`src/rtl/mdu_pkg.sv`:
```
// Shared definitions for the iterative RV32M multiply/divide unit.
package mdu_pkg;

  localparam int MDU_WIDTH = 32;
  localparam int MDU_CNT_W = 5;

  // RV32M funct3 encodings
  localparam logic [2:0] FN_MUL    = 3'd0;
  localparam logic [2:0] FN_MULH   = 3'd1;
  localparam logic [2:0] FN_MULHSU = 3'd2;
  localparam logic [2:0] FN_MULHU  = 3'd3;
  localparam logic [2:0] FN_DIV    = 3'd4;
  localparam logic [2:0] FN_DIVU   = 3'd5;
  localparam logic [2:0] FN_REM    = 3'd6;
  localparam logic [2:0] FN_REMU   = 3'd7;

  typedef enum logic [1:0] {
    ST_IDLE = 2'd0,
    ST_CALC = 2'd1,
    ST_SPEC = 2'd2,
    ST_DONE = 2'd3
  } state_t;

  // op_a is read as two's complement for these ops
  function automatic logic is_signed_a(input logic [2:0] fn);
    return (fn == FN_MULH) || (fn == FN_MULHSU) || (fn == FN_DIV) || (fn == FN_REM);
  endfunction

  // op_b is read as two's complement for these ops
  function automatic logic is_signed_b(input logic [2:0] fn);
    return (fn == FN_MULH) || (fn == FN_DIV) || (fn == FN_REM);
  endfunction

endpackage

```
`src/rtl/mdu_div_step.sv`:
```
// One restoring-division step: shift a dividend bit into the partial
// remainder and keep the trial difference when it does not borrow.
module mdu_div_step
  import mdu_pkg::*;
#(
  parameter int WIDTH = MDU_WIDTH
) (
  input  logic [WIDTH-1:0] rem,
  input  logic             dividend_bit,
  input  logic [WIDTH-1:0] divisor,
  output logic [WIDTH-1:0] rem_next,
  output logic             q_bit
);

  logic [WIDTH:0] shifted;
  logic [WIDTH:0] diff;

  // The partial remainder is always below the divisor, so the shifted value
  // fits WIDTH+1 bits and the top bit of the difference is the borrow.
  always_comb begin
    shifted  = {rem, dividend_bit};
    diff     = shifted - {1'b0, divisor};
    q_bit    = ~diff[WIDTH];
    rem_next = q_bit ? diff[WIDTH-1:0] : shifted[WIDTH-1:0];
  end

endmodule

```
`src/rtl/mdu_iter.sv`:
```
// Iterative radix-2 RV32M multiply/divide unit. One iteration per cycle on
// operand magnitudes; signs are applied in a final registering cycle.
//
// Handshake: start is only sampled while busy=0 (IDLE); an accepted start
// makes busy=1 until the one-cycle done pulse, during which result/rd_out
// are valid. start while busy=1 is dropped, nothing is queued.
module mdu_iter
  import mdu_pkg::*;
#(
  parameter int WIDTH = MDU_WIDTH,
  parameter int CNT_W = MDU_CNT_W
) (
  input  logic             clk,
  input  logic             rst,
  input  logic             start,
  input  logic [2:0]       funct3,
  input  logic [WIDTH-1:0] op_a,
  input  logic [WIDTH-1:0] op_b,
  input  logic [4:0]       rd_in,
  output logic             busy,
  output logic             done,
  output logic [WIDTH-1:0] result,
  output logic [4:0]       rd_out
);

  localparam logic [WIDTH-1:0] MIN_NEG = {1'b1, {(WIDTH-1){1'b0}}};

  state_t             state, state_nx;
  logic [CNT_W-1:0]   cnt;
  logic               fin;        // all iterations done; next CALC edge registers
  logic [2:0]         fn;
  logic [4:0]         rd_q;
  logic [WIDTH-1:0]   mag_a;      // multiplicand / dividend (shifted out MSB first)
  logic [WIDTH-1:0]   mag_b;      // multiplier (shifted out LSB first) / divisor
  logic [WIDTH-1:0]   spec_val;
  logic [2*WIDTH-1:0] acc;        // product, or remainder:quotient
  logic               neg_q;      // negate product / quotient
  logic               neg_r;      // negate remainder

  logic               sgn_a, sgn_b;
  logic [WIDTH-1:0]   abs_a, abs_b;
  logic               special;
  logic [WIDTH-1:0]   special_val;
  logic [WIDTH:0]     mul_sum;
  logic [WIDTH-1:0]   div_rem_nx;
  logic               div_q_bit;
  logic [2*WIDTH-1:0] prod_s;
  logic [WIDTH-1:0]   quo_s, rem_s, fin_val;

  assign busy = (state != ST_IDLE);
  assign done = (state == ST_DONE);

  // Operand decode at accept: magnitudes, sign flags and divide special cases
  always_comb begin
    sgn_a       = is_signed_a(funct3) & op_a[WIDTH-1];
    sgn_b       = is_signed_b(funct3) & op_b[WIDTH-1];
    abs_a       = sgn_a ? -op_a : op_a;
    abs_b       = sgn_b ? -op_b : op_b;
    special     = 1'b0;
    special_val = '0;
    if (funct3[2]) begin
      if (op_b == '0) begin
        special     = 1'b1;
        special_val = funct3[1] ? op_a : '1;
      end else if (is_signed_b(funct3) && op_a == MIN_NEG && op_b == '1) begin
        special     = 1'b1;
        special_val = funct3[1] ? '0 : MIN_NEG;
      end
    end
  end

  // Shift-add multiply step: add the multiplicand into the high half when
  // the current multiplier bit is set, then shift the whole product right.
  always_comb begin
    mul_sum = {1'b0, acc[2*WIDTH-1:WIDTH]} + {1'b0, (mag_b[0] ? mag_a : '0)};
  end

  mdu_div_step #(.WIDTH(WIDTH)) u_div_step (
    .rem          (acc[2*WIDTH-1:WIDTH]),
    .dividend_bit (mag_a[WIDTH-1]),
    .divisor      (mag_b),
    .rem_next     (div_rem_nx),
    .q_bit        (div_q_bit)
  );

  // Sign correction and word selection for the registering edge
  always_comb begin
    prod_s = neg_q ? -acc : acc;
    quo_s  = neg_q ? -acc[WIDTH-1:0] : acc[WIDTH-1:0];
    rem_s  = neg_r ? -acc[2*WIDTH-1:WIDTH] : acc[2*WIDTH-1:WIDTH];
    case (fn)
      FN_MUL:                       fin_val = prod_s[WIDTH-1:0];
      FN_MULH, FN_MULHSU, FN_MULHU: fin_val = prod_s[2*WIDTH-1:WIDTH];
      FN_DIV, FN_DIVU:              fin_val = quo_s;
      default:                      fin_val = rem_s;
    endcase
  end

  // State register
  always_ff @(posedge clk) begin
    if (rst) state <= ST_IDLE;
    else     state <= state_nx;
  end

  // Next-state logic
  always_comb begin
    state_nx = state;
    case (state)
      ST_IDLE: if (start) state_nx = special ? ST_SPEC : ST_CALC;
      ST_CALC: if (fin)   state_nx = ST_DONE;
      ST_SPEC:            state_nx = ST_DONE;
      ST_DONE:            state_nx = ST_IDLE;
      default:            state_nx = ST_IDLE;
    endcase
  end

  // Datapath: latch at accept, iterate in CALC, register outputs at the end
  always_ff @(posedge clk) begin
    if (rst) begin
      cnt      <= '0;
      fin      <= 1'b0;
      fn       <= '0;
      rd_q     <= '0;
      mag_a    <= '0;
      mag_b    <= '0;
      spec_val <= '0;
      acc      <= '0;
      neg_q    <= 1'b0;
      neg_r    <= 1'b0;
      result   <= '0;
      rd_out   <= '0;
    end else begin
      case (state)
        ST_IDLE: begin
          if (start) begin
            fn       <= funct3;
            rd_q     <= rd_in;
            mag_a    <= abs_a;
            mag_b    <= abs_b;
            neg_q    <= sgn_a ^ sgn_b;
            neg_r    <= sgn_a;
            spec_val <= special_val;
            acc      <= '0;
            cnt      <= '0;
            fin      <= 1'b0;
          end
        end
        ST_CALC: begin
          if (!fin) begin
            if (fn[2]) begin
              acc   <= {div_rem_nx, acc[WIDTH-2:0], div_q_bit};
              mag_a <= mag_a << 1;
            end else begin
              acc   <= {mul_sum, acc[WIDTH-1:1]};
              mag_b <= mag_b >> 1;
            end
            cnt <= cnt + CNT_W'(1);
            if (cnt == '1) fin <= 1'b1;
          end else begin
            result <= fin_val;
            rd_out <= rd_q;
          end
        end
        ST_SPEC: begin
          result <= spec_val;
          rd_out <= rd_q;
        end
        default: ;
      endcase
    end
  end

endmodule

```
`config.mk`:
```
export PLATFORM = sky130hd
export DESIGN_NAME = mdu_iter
export DESIGN_NICKNAME = d
export VERILOG_FILES = /design/src/rtl/mdu_pkg.sv /design/src/rtl/mdu_div_step.sv /design/src/rtl/mdu_iter.sv
export SDC_FILE = /design/constraint.sdc
export NUM_CORES = 1
export LEC_CHECK = 0
export CAP_MARGIN = 20
export CORE_MARGIN = 3
export CORE_UTILIZATION = 29
export CTS_BUF_LIST = sky130_fd_sc_hd__clkbuf_4
export CTS_CLUSTER_SIZE = 20
export DETAILED_ROUTE_END_ITERATION = 10
export GPL_TIMING_DRIVEN = 1
export PLACE_DENSITY = 0.49
export REMOVE_ABC_BUFFERS = 1
export SLEW_MARGIN = 20
export SYNTH_ARGS = -nofsm -noshare
export SYNTH_HDL_FRONTEND = slang
export SYNTH_SLANG_ARGS = --single-unit
```
`constraint.sdc`:
```
create_clock -name clk -period 8 [get_ports clk]
set_input_delay 0.8 -clock clk [delete_from_list [all_inputs] [get_ports clk]]
set_output_delay 0.8 -clock clk [all_outputs]
set_load 0.01 [all_outputs]
```
* Word level (Yosys, flattened, before mapping) *
Cells that the tools add are included.

storage, ports and cells
  register bits = 215
  output and inout bits = 39

cells by class
  add/subtract/negate cells = 8
  equality and inequality tests = 20
  muxes and demuxes = 43
  bitwise gates (word level) = 4
  reduce and logical (&&, ||, !) cells = 22

operator list
  cell                                                              count
  32-bit two-way mux                                                18
  64-bit two-way mux                                                4
  32-bit case mux with 2 select lines                               3
  32-bit negator                                                    4
  64-bit case mux with 2 select lines                               1
  32-bit case mux with 3 select lines                               1
  32-bit == test (second input constant)                            2
  64-bit negator                                                    1
  32-bit by 32-bit adder with 33-bit output                         1
  33-bit by 32-bit subtractor with 33-bit output                    1
  32-bit zero test                                                  1
  5-bit case mux with 2 select lines                                2
  5-bit two-way mux                                                 3
  3-bit == test (second input constant)                             4
  2-bit inequality test (second input constant)                     5
  3-bit by 2-bit == test with 1-bit output (second input constant)  3
  2-bit case mux with 4 select lines                                1
  2-bit AND reduction                                               4
  4-bit AND reduction                                               2
  3-bit by 1-bit == test with 1-bit output (second input constant)  2
  1-bit two-way mux                                                 6
  2-bit two-way mux                                                 3
  2-bit nonzero test                                                3
  5-bit by 1-bit adder with 5-bit output (second input constant)    1
  14 further kinds                                                  21

* Longest topological paths before layout *
  depth after elaboration = 11
  mapped depth = 16

* By module *
From an unflattened synthesis, not the netlist that was laid out.

unflattened totals
  cell total of the unflattened synthesis = 2,391
  area total of the unflattened synthesis = 17,580.6 um^2

by module, submodules not included
  module        times used  cells an instance  area an instance (um^2)
  mdu_iter      1           2,086              15,222.1
  mdu_div_step  1           305                2,358.5

* Worst setup path after synthesis *
Ideal clock, no wire load.

  kind = input port to flip-flop
  start = input op_b[2]
  end = register spec_val[10]
  library setup time = 0.071 ns
  data arrival time = 3.402 ns
  path slack = 4.527 ns
  stages = 11
  cells stage by stage = or4_1 nor4_1 nand2_1 nor3_1 nand2_1 nor4_2 nor3b_1 and3_1 clkbuf_1 o21ai_0 a21oi_1

between the ends
  cells in the longest elaborated chain, start to end = 5
  elaborated cells on any way between the ends = 6

ends and longest elaborated chain
  what                    RTL line         RTL
  start, declared         mdu_iter.sv:18   input logic [WIDTH-1:0] op_b,
  32-bit == test          mdu_iter.sv:65   end else if (is_signed_b(funct3) && op_a == MIN_NEG && op_b == '1) begin
  1-bit logical AND       mdu_iter.sv:65
  32-bit two-way mux      mdu_iter.sv:65
  32-bit two-way mux (*)  mdu_iter.sv:62   if (op_b == '0) begin
  32-bit two-way mux (*)  mdu_iter.sv:61   if (funct3[2]) begin
  end signal, assigned    mdu_iter.sv:142  spec_val <= special_val;
  end, declared           mdu_iter.sv:35   logic [WIDTH-1:0] spec_val;

Mark *: on every way between the ends. The rest lies on a longest branch, timed or not.
A chain may end at the register's enable or synchronous reset.

* Worst setup path in the final report *
  start = input op_b[2]
  end = register spec_val[7]

Same word-level chain as after synthesis.

==> results.md <==
Status:
- The flow ran to the end, and the final reports show no timing, DRC or antenna violations.

Drt:
- The final route contains 17.1k vias.
- The detailed-route wire length is 61800 µm.
- After the first detailed-routing iteration, the DRC count stood at 1267.
- Using the TritonRoute via totals, the vias-per-cell ratio works out to 5.42.
- The first detailed-routing pass ran for 5 iterations.
- After detailed routing, the average wire length per cell comes to 19.6 µm.
- In the routed design, unresolved DRC markers number 0.
- The number of antenna-violating nets in the routed design is 0.

Finish:
- The area growth from synthesis to final layout is 15.4%.
- At the end of the flow the core is filled with cells to 0.342.
- Of the cells placed in the final design, the portion with a size suffix greater than 1 is 0.0811.
- The design area is 19000 µm².
- The number of nets in the layout is 2512.

Job:
- Max-cap violations in this run came to 0.

Worst setup path:
- The critical path starts at op_b[2].
- The highest-delay cell along the critical path is and3_1.
- The startpoint identified for the worst register-to-register timing path is state[1]$_SDFFE_PP0P_.
- The setup slack of the worst register-to-register path is 3.79 ns.
- STA classifies the critical path endpoint as a flip-flop.
- STA classifies the critical path startpoint as an input port.
- The data arrival at the endpoint of the critical path is 5.72 ns.
- Together, buffers and inverters on the worst path number 1.
- In this design, the critical path's most frequently occurring cell is nand2_1.
- The data required time of the critical path is 8.68 ns.
- Walking the worst path, the cells encountered are clkdlybuf4s50_1 > or4_1 > nor4_1 > nand2_1 > nor3_1 > nand2_1 > nor4_2 > nor3b_1 > and3_1 > o21ai_0 > a21oi_1.
- The highest net fanout along the worst path is 31.
- The endpoint of the worst-slack reg-to-reg timing path is acc[59]$_SDFFE_PP0P_.
- Among cell families on the critical path, the largest total delay comes from simple AND/OR/NAND/NOR gates.
- The critical path in this run is classified as input port to flip-flop.
- The count of cells along the worst register-to-register path is 10.
- The delay of the slowest cell on the worst path is 0.90 ns.

CTS:
- In this run the post-CTS setup repair buffer count came out at 0.
- The total CTS buffers is 68.
- Clock-pin slew was measured on the worst setup and hold paths at 0.06 ns.
- The clock passes through at most 3 buffers.
- The number of gates resized after CTS was 0.
- The CTS tree is built.
- CTS saw 215 sinks.
- The clock root buffer is clkbuf_4.
- The clock latency on the worst-skew pair is 0.78 ns.
- CTS built an H-tree with a depth of 3.
- In this run, post-CTS hold repair placed 0 buffers.

Place:
- Input and output buffers added on the ports amount to 113.
- OpenSTA, run right after detailed placement, puts the worst setup slack at 2.35 ns.
- The routability congestion estimate is 0.872.
- The instance area at placement is 18200 µm².
- Detailed placement ended at an HPWL of 44900 µm.

Timing:
- The worst relative slew slack is 0.300.
- The final hold violation count is 0.
- The count of final max-slew check failures is 0.
- The highest achievable clock rate is 198 MHz.
- The total of endpoints with negative setup slack in the final report is 0.
- The worst path in the final design needs a cycle of 5.04 ns, including I/O delays and setup.
- The share of the clock period used by the worst path is 0.630.
- Between clock sinks in the finished design, the worst skew comes to 0.0579 ns.
- The final critical-path setup slack is 2.96 ns.
- For the pin with the worst max-slew slack, the measured transition is 1.04 ns.
- Setup repair after global routing left no endpoint under its margin.

Logic synthesis:
- A synthesized cell averages 7.13 µm².
- For this run, the leading register cell type out of synthesis is dfxtp_1.
- The mapped netlist covers 16500 µm².
- The number of synthesized flops with an enable pin is 0.
- The total number of yosys warnings is 0.
- The share of flip-flops with an asynchronous set or reset after synthesis is 0.
- Of the synthesized area, sequential elements account for 0.261.
- The count of different cell masters after synthesis is 75.
- The synthesized instance count is 2313.
- The register bit count reported by yosys is 215.

Power and ir drop:
- VDD sags by at most 197 µV.
- The ratio of total power to cell area is 273 nW/µm².
- The static leakage is 0.00717 µW.

Global routing:
- In the global route stage, overall resource usage came out at 0.200.
- The number of global-route vias before repair is 16.6k.
- The first global-routing pass estimated 94600 µm of wire.
- The pin count of the biggest net entering global routing is 88.
- After global routing the overflow that remains totals 0.
- The number of antenna violations at the first check in global routing is 2.

Worst hold path:
- The min-delay analysis places its worst path in the category flip-flop to flip-flop.
- The startpoint of the worst hold path is result[25]$_SDFFE_PP0P_.
- The cell depth of the worst min-delay path is 2.
- The endpoint with the worst hold slack is result[25]$_SDFFE_PP0P_.

Die:
- The initial core utilization is 0.296.
- After floorplanning, the core was sized to cover 55700 µm².
- The floorplan step set the die width to 245 µm.
- The floorplan row count is 86.
- From bottom edge to top edge, the die measures 245 µm.
- The die covers 59800 µm².
- In this run the count of I/O pins placed on the die edge is 114.
==> metrics by stage <==
stage	hold slack, ns	std cells	total power (µW)	TNS (ns)
detailed placement	0.446	3037	4080	0
global placement	0.441	3037	4060	0
CTS	0.380	3152	5260	0
finish	0.453	3154	5210	0
global route	0.407	3153	5630	0
floorplan	0.421	2146	3100	-24.46
==> synth_stat cells (4+ instances only) <==
cell / count / area share
xor2_1: 86 / 0.046
a221oi_1: 14 / 0.0074
nor3b_1: 6 / 0.0027
nor3_1: 58 / 0.018
mux2i_1: 14 / 0.0085
o22ai_1: 12 / 0.0045
o41ai_1: 11 / 0.0058
inv_1: 67 / 0.015
o21a_1: 7 / 0.0032
or4_1: 19 / 0.0086
buf_1: 11 / 0.0025
a31oi_1: 30 / 0.011
nor2_1: 136 / 0.031
a22oi_1: 22 / 0.010
o21ai_0: 212 / 0.064
or3_1: 29 / 0.011
clkbuf_1: 144 / 0.033
nor2b_1: 10 / 0.0038
a21o_1: 24 / 0.011
o211ai_1: 21 / 0.0096
a211o_1: 4 / 0.0021
o31a_1: 4 / 0.0021
o221ai_1: 9 / 0.0048
nand2b_1: 25 / 0.0095
a21oi_1: 263 / 0.080
nand3_1: 73 / 0.022
a311oi_1: 4 / 0.0021
nand2_1: 369 / 0.084
and3_1: 13 / 0.0049
mux2_2: 31 / 0.021
buf_2: 9 / 0.0027
a211oi_1: 26 / 0.012
ha_1: 76 / 0.058
nand4_1: 13 / 0.0049
o31ai_1: 24 / 0.011
o21bai_1: 5 / 0.0023
and2_1: 39 / 0.015
dfxtp_1: 215 / 0.26
xnor2_1: 100 / 0.053
nor4_1: 15 / 0.0057
==> flip-flops by register name, summed over array words and instances (netlist names) <==
register and flops:
mag_a 32, neg_q 1, result 32, rd_q 5
cnt 5, acc 64, state 2, neg_r 1
rd_out 5, fn 3, spec_val 32, mag_b 32
fin 1
==> tightest hold or removal path, stage by stage, from the launching register on <==
cell and delay (ns):
dfxtp_1 0.31, nand2_1 0.05, a21oi_1 0.05
==> where the power goes <==
group          internal, µW  total (µW)  switching [µW]
registers              1240        1400             158
logic                   910        2670            1760
clock network           605        1140             538
==> layout by cell type, fill, tap and decap left out, types with 19 or more instances in the layout <==
cell type / count
o211ai_1: 21
xor2_1: 86
nor2_1: 134
clkdlybuf4s50_1: 112
dfxtp_1: 212
nand2_1: 369
inv_1: 67
nor3_1: 57
xnor2_1: 100
or4_1: 19
nand2b_1: 25
and2_1: 39
or3_1: 29
a211oi_1: 26
a21o_1: 24
ha_1: 75
nand3_1: 73
o21ai_0: 211
o31ai_1: 24
clkbuf_4: 94
buf_4: 30
a21oi_1: 262
mux2_2: 31
a22oi_1: 22
a31oi_1: 30
==> cell families after synthesis <==
family | count (synthesis) | share of synthesized area
AO/OA/AOI/OAI | 730 | 0.264
XOR/XNOR | 186 | 0.0987
adder cells (fa/ha/maj) | 78 | 0.0601
buffers and inverters | 234 | 0.0551
flip-flops | 215 | 0.261
multiplexers | 46 | 0.0303
AND/OR/NAND/NOR | 824 | 0.231
==> layout make-up <==
type | count | area (µm²)
fill | 6132 | 36700
multi-input combinational | 1864 | 11300
sequential | 215 | 4310
timing repair buffer | 143 | 1360
tap | 748 | 936
clock buffer | 94 | 706
inverter | 67 | 251
clock inverter | 21 | 140
antenna | 2 | 5.00
==> routing by layer <==
metal  wire [µm]  vias to the layer above  global-route usage
li1            -                     8334                   -
met1       27200                     8178               0.258
met2       29200                      460               0.332
met3        3120                      118              0.0340
met4        2290                        0              0.0815
met5           0                        -                   0
==> worst max path at each step <==
stage / to / slack, ns / cells past startpoint
3_5_place_dp: spec_val[15]$_SDFFE_PP0P_ / 2.35 / 11
3_3_place_gp: spec_val[6]$_SDFFE_PP0P_ / 2.49 / 11
4_1_cts: spec_val[7]$_SDFFE_PP0P_ / 3.11 / 11
6_report: spec_val[7]$_SDFFE_PP0P_ / 2.96 / 11
2_1_floorplan: mag_b[27]$_SDFFE_PP0P_ / -0.95 / 8
5_1_grt: spec_val[4]$_SDFFE_PP0P_ / 2.86 / 11
Power figures use the tool's default switching activity.
